## src/rtl/mult_seq_ctrl.sv

```systemverilog
// Job sequencer for the 1-D multiplier-switch array: stationary load,
// streaming issue, then result drain with timeout.
module mult_seq_ctrl #(
    parameter int CNT_W   = 16,
    parameter int TIMEOUT = 64
) (
    input  logic             CLK,
    input  logic             rst,
    input  logic             i_start,
    input  logic [CNT_W-1:0] i_num_load,
    input  logic [CNT_W-1:0] i_num_stream,
    input  logic             i_up_valid,
    output logic             o_up_ready,
    output logic             o_mult_valid,
    output logic             o_mult_stationary,
    input  logic             i_mult_valid,
    output logic             o_busy,
    output logic             o_done,
    output logic             o_err,
    output logic [CNT_W-1:0] o_result_cnt
);

    localparam int IW = $clog2(TIMEOUT + 1);

    typedef enum logic [2:0] {
        S_IDLE,
        S_LOAD,
        S_STREAM,
        S_DRAIN,
        S_DONE
    } state_t;

    state_t           r_state;
    logic [CNT_W-1:0] r_num_load;
    logic [CNT_W-1:0] r_num_stream;
    logic [CNT_W-1:0] r_load_cnt;
    logic [CNT_W-1:0] r_stream_cnt;
    logic [CNT_W-1:0] r_result_cnt;
    logic [IW-1:0]    r_idle_cnt;
    logic             r_done;
    logic             r_err;

    logic             w_xfer;
    logic             w_count_res;
    logic             w_last_load;
    logic             w_last_stream;
    logic             w_drained;
    logic             w_timeout;
    logic [CNT_W-1:0] w_res_next;

    assign o_up_ready        = (r_state == S_LOAD) || (r_state == S_STREAM);
    assign w_xfer            = o_up_ready & i_up_valid;
    assign o_mult_valid      = w_xfer;
    assign o_mult_stationary = (r_state == S_LOAD) & w_xfer;
    assign o_busy            = o_up_ready || (r_state == S_DRAIN);
    assign o_done            = r_done;
    assign o_err             = r_err;
    assign o_result_cnt      = r_result_cnt;

    // Results only count once streaming has begun.
    assign w_count_res = i_mult_valid &&
                         ((r_state == S_STREAM) || (r_state == S_DRAIN));
    assign w_res_next    = r_result_cnt + CNT_W'(w_count_res);
    assign w_last_load   = (r_load_cnt == r_num_load - CNT_W'(1));
    assign w_last_stream = (r_stream_cnt == r_num_stream - CNT_W'(1));
    assign w_drained     = (r_num_stream == '0) || (w_res_next == r_num_stream);
    assign w_timeout     = !i_mult_valid && (r_idle_cnt == IW'(TIMEOUT - 1));

    always_ff @(posedge CLK or negedge rst) begin
        if (!rst) begin
            r_state      <= S_IDLE;
            r_num_load   <= '0;
            r_num_stream <= '0;
            r_load_cnt   <= '0;
            r_stream_cnt <= '0;
            r_result_cnt <= '0;
            r_idle_cnt   <= '0;
            r_done       <= 1'b0;
            r_err        <= 1'b0;
        end else begin
            r_done <= 1'b0;
            if (w_count_res) begin
                r_result_cnt <= w_res_next;
            end
            case (r_state)
                S_IDLE, S_DONE: begin
                    if (i_start) begin
                        r_num_load   <= i_num_load;
                        r_num_stream <= i_num_stream;
                        r_load_cnt   <= '0;
                        r_stream_cnt <= '0;
                        r_result_cnt <= '0;
                        r_idle_cnt   <= '0;
                        r_err        <= 1'b0;
                        if (i_num_load != '0) begin
                            r_state <= S_LOAD;
                        end else if (i_num_stream != '0) begin
                            r_state <= S_STREAM;
                        end else begin
                            r_state <= S_DONE;
                            r_done  <= 1'b1;
                        end
                    end
                end
                S_LOAD: begin
                    if (w_xfer) begin
                        r_load_cnt <= r_load_cnt + CNT_W'(1);
                        if (w_last_load) begin
                            r_idle_cnt <= '0;
                            r_state    <= (r_num_stream != '0) ? S_STREAM
                                                               : S_DRAIN;
                        end
                    end
                end
                S_STREAM: begin
                    if (w_xfer) begin
                        r_stream_cnt <= r_stream_cnt + CNT_W'(1);
                        if (w_last_stream) begin
                            r_idle_cnt <= '0;
                            r_state    <= S_DRAIN;
                        end
                    end
                end
                S_DRAIN: begin
                    if (w_drained) begin
                        r_state <= S_DONE;
                        r_done  <= 1'b1;
                    end else if (i_mult_valid) begin
                        r_idle_cnt <= '0;
                    end else if (w_timeout) begin
                        r_err   <= 1'b1;
                        r_state <= S_DONE;
                        r_done  <= 1'b1;
                    end else begin
                        r_idle_cnt <= r_idle_cnt + IW'(1);
                    end
                end
                default: r_state <= S_IDLE;
            endcase
        end
    end

endmodule

```

## config.mk

```make
export PLATFORM = sky130hd
export DESIGN_NAME = mult_seq_ctrl
export DESIGN_NICKNAME = d
export VERILOG_FILES = /design/src/rtl/mult_seq_ctrl.sv
export SDC_FILE = /design/constraint.sdc
export NUM_CORES = 1
export LEC_CHECK = 0
export ABC_AREA = 1
export ABC_CLOCK_PERIOD_IN_PS = 3550
export BUFFER_PORTS_ARGS = -buffer_cell sky130_fd_sc_hd__buf_2
export CELL_PAD_IN_SITES_DETAIL_PLACEMENT = 1
export CELL_PAD_IN_SITES_GLOBAL_PLACEMENT = 1
export CORE_MARGIN = 3
export CORE_UTILIZATION = 44
export CTS_CLUSTER_SIZE = 12
export DETAILED_ROUTE_END_ITERATION = 12
export PLACE_DENSITY_LB_ADDON = 0.1
export SETUP_SLACK_MARGIN = 0.15
export SYNTH_ARGS = -nofsm -noshare
export SYNTH_HDL_FRONTEND = slang
export SYNTH_SLANG_ARGS = --single-unit
export TNS_END_PERCENT = 50
```

## constraint.sdc

```tcl
create_clock -name CLK -period 3.55 [get_ports CLK]
set_input_delay 0.71 -clock CLK [delete_from_list [all_inputs] [get_ports CLK]]
set_output_delay 0.71 -clock CLK [all_outputs]
set_load 0.005 [all_outputs]
```

==> flow_summary.ini <==
[run_status]
status = completed

[setup_path]
crit_fanout = 9
arrival_ns = 3.33
start_kind = flop
cp-end-kind = flop
path_delay_family = simple AND/OR/NAND/NOR gates
cp_num_buf_inv = 1
criticalPathCategory = flop to flop
worstPathRequired_ns = 3.84
cpPeakStageDelay_ns = 0.51
cp_cell_sequence = nor3_2 -> ha_1 -> nand3_1 -> inv_2 -> nand2_4 -> nand2_1 -> nand2_1 -> nand2_1 -> nand2_1 -> nor2_1 -> nand2_1 -> nor2_1 -> nand3_2 -> nand3_2 -> nand2_4 -> nand2_4 -> nand2_1 -> nand2_1
cp_slowest_cell = nor3_2
cpMostUsedCell = nand2_1

[logic_synthesis]
syn_inst = 962
synth_top_area_cell = dfrtp_1
yosys.area_share.adder_pct = 1.52
yosysWarnings = 0
synth_nets = 1007
synth_cell_types = 45
synth_mux_area_share_pct = 0
synthXorXnorAreaFrac_pct = 4.39
synth_top_family_by_area = simple AND/OR/NAND/NOR gates
yosysTopAreaCellShare_pct = 35.0
synth.avg_cell_area_um2 = 6.84
netlist_top_cells_area = dfrtp_1, nand2_1, inv_1, nand3_1, o21ai_0
synth_ff_type = dfrtp_1
synthArstFlopShare_pct = 100
synthSimpleGateAreaFrac_pct = 39.3
synth_edf_count = 0
synth_compound_area_share_pct = 9.57
seq_area_frac_synth_pct = 35.0
syn_area_um2 = 6580
synth_seq_cells = 92

[drt]
routed_wl_mm = 18.7
route.detailed.wl_per_inst_um = 15.4
drt_iter0_drc = 249
drtAntennaViolNets = 0
first_pass_iters = 4
vias = 6259
drc = 0
via_per_inst = 5.17

[timing]
timing.fmax_mhz = 330
fin_skew_ns = 0.00771
worst_pin_slew_ns = 0.633
finalSetupTns_ns = 0
maxSlewHeadroom_pct = 57.8
rsz0062_at_grt = no
period_minus_slack_ns = 3.03
slew_viol_final = 0
setup_viol = 0
hold_viol_final = 0
fin_crit_sh_pct = 85.4

[clock_tree]
hold_buffers = 0
cts_buffers = 9
cts-root-buf = clkbuf_16
cts_setup_buffers = 0
htree_levels = 3
cts.path.max_buffers = 2
cts_resized = 0
cts_sinks = 92
tritoncts = done
path_clk_slew_ns = 0.07
clk_latency_ns = 0.35

[finish]
fill_cells = 1944
nets = 1067
fin_cells = 1211
area_delta_synth_final_pct = 12.5
final_cell_mix = nand2_1, inv_1, dfrtp_1
multi_input_area_um2 = 3610
final-seq-area_um2 = 2300
num_antenna_cells = 0
drive_above_1_share_pct = 14.5
final_common_cell = nand2_1

[power_and_ir_drop]
cellLeakagePower_nw = 3.88
powerDensity_nw_per_um2 = 735
irDropWorstVdd_mv = 0.311

[worst_hold_path]
hold_class = primary input to async pin

[floorplanning]
initial_core_util_pct = 45.1
die_h_um = 128
rows = 44
io_pins = 59
die-area_um2 = 16400
core_um2 = 14600
die_width_um = 128

[placement]
dp.cells = 1195
numPortBuffers = 58
place.gp.congestion = 0.836
dp_hpwl_mm = 14.6

[grt]
grt-ovfl-total = 0
grt_max_degree = 62
grtUsageTotal_pct = 23.7
grt_antenna_before_repair = 0
first_global_vias = 6382
grt_pass1_wl_mm = 31.3

[flow_run]
drv_cap = 0
## worst paths after layout
kind / startpoint / endpoint / slack [ns] / depth (start not counted)
worst max register to register: r_state[2] / r_idle_cnt[5] / 0.52 / 18
worst min register to register: r_idle_cnt[3] / r_idle_cnt[3] / 0.49 / 2
min in group CLK: r_idle_cnt[3] / r_idle_cnt[3] / 0.49 / 2
worst min-delay path: rst / r_num_load[1] / 0.38 / 1
max in group asynchronous: rst / r_num_stream[1] / 2.48 / 2
worst max-delay path: r_state[2] / r_idle_cnt[5] / 0.52 / 18
## layer usage
layer / vias up / GRT usage [%] / routed length [um]
met3: 19 / 2.17 / 468
li1: 3186 / - / -
met5: - / 0 / 0
met2: 66 / 37.9 / 8480
met1: 2988 / 33.8 / 9430
met4: 0 / 7.68 / 285
## cells by family after synthesis
| group | Yosys count |
|---|---|
| adders and majority gates | 8 |
| and+or+nand+nor | 536 |
| AOI/OAI and AO/OA | 118 |
| DFF | 92 |
| buffers and inverters | 175 |
| xor gates and xnor gates | 33 |
## area by class of cell
type                    count  share of cell area, %
multi-input cells         695                   48.7
flip-flops and latches     92                   31.1
inverters                 158                   8.03
repair buffers             66                   4.94
well taps                 184                   3.11
clock buffers               9                   3.04
clock inverters             7                   1.03
## metrics by stage
step           hold WS [ns]  area, um^2  power [W]  setup WS, ns  utilization, %
2_1_floorplan         0.414        6580    0.00366         0.667               -
3_3_place_gp          0.465        7100    0.00436         0.315            48.7
3_5_place_dp          0.473        7100    0.00446         0.260            48.7
4_1_cts               0.402        7400    0.00549         0.523            50.7
5_1_grt               0.431        7400    0.00598         0.272            50.7
6_report              0.382        7400    0.00544         0.517            50.7
## worst reg2reg max path: stages, from the launching register on
cell,delay [ns]
dfrtp_1,0.49
nor3_2,0.51
ha_1,0.31
nand3_1,0.17
inv_2,0.19
nand2_4,0.07
nand2_1,0.08
nand2_1,0.07
nand2_1,0.06
nand2_1,0.05
nor2_1,0.08
nand2_1,0.07
nor2_1,0.16
nand3_2,0.18
nand3_2,0.12
nand2_4,0.11
nand2_4,0.14
nand2_1,0.06
nand2_1,0.05
## cell usage after synthesis (2+ instances only)
master,n
nor3_4,4
o21a_1,2
nor3_1,16
buf_2,2
nor2_4,7
nand4_1,22
a21oi_1,38
nand2_4,5
nor2_1,84
nor3_2,6
nand2_2,10
xor2_1,18
o211ai_1,5
nor2_8,3
nand3_1,66
xnor2_1,15
nor2_2,9
and2_1,3
ha_1,8
o21ai_0,63
nand2_1,276
o21ai_1,2
inv_2,11
dfrtp_1,92
inv_1,144
o21bai_1,3
nand3_2,6
nor4_1,3
clkbuf_1,12
nor3b_1,4
clkinv_1,2
nand3b_1,8
## state kept, by name (all words and copies together), names as in the netlist, 3 cells and up
register      flops
o_result_cnt     16
r_idle_cnt        7
r_load_cnt       16
r_num_load       16
r_num_stream     16
r_state           3
r_stream_cnt     16
## power by group
part / leakage, nW / internal, W / switching [W]
clock network: 0.147 / 0.000551 / 0.000448
logic: 2.52 / 0.000918 / 0.00169
registers: 1.21 / 0.00134 / 0.000495
total: 3.88 / 0.00281 / 0.00263
(Power assumes the default switching activity.)
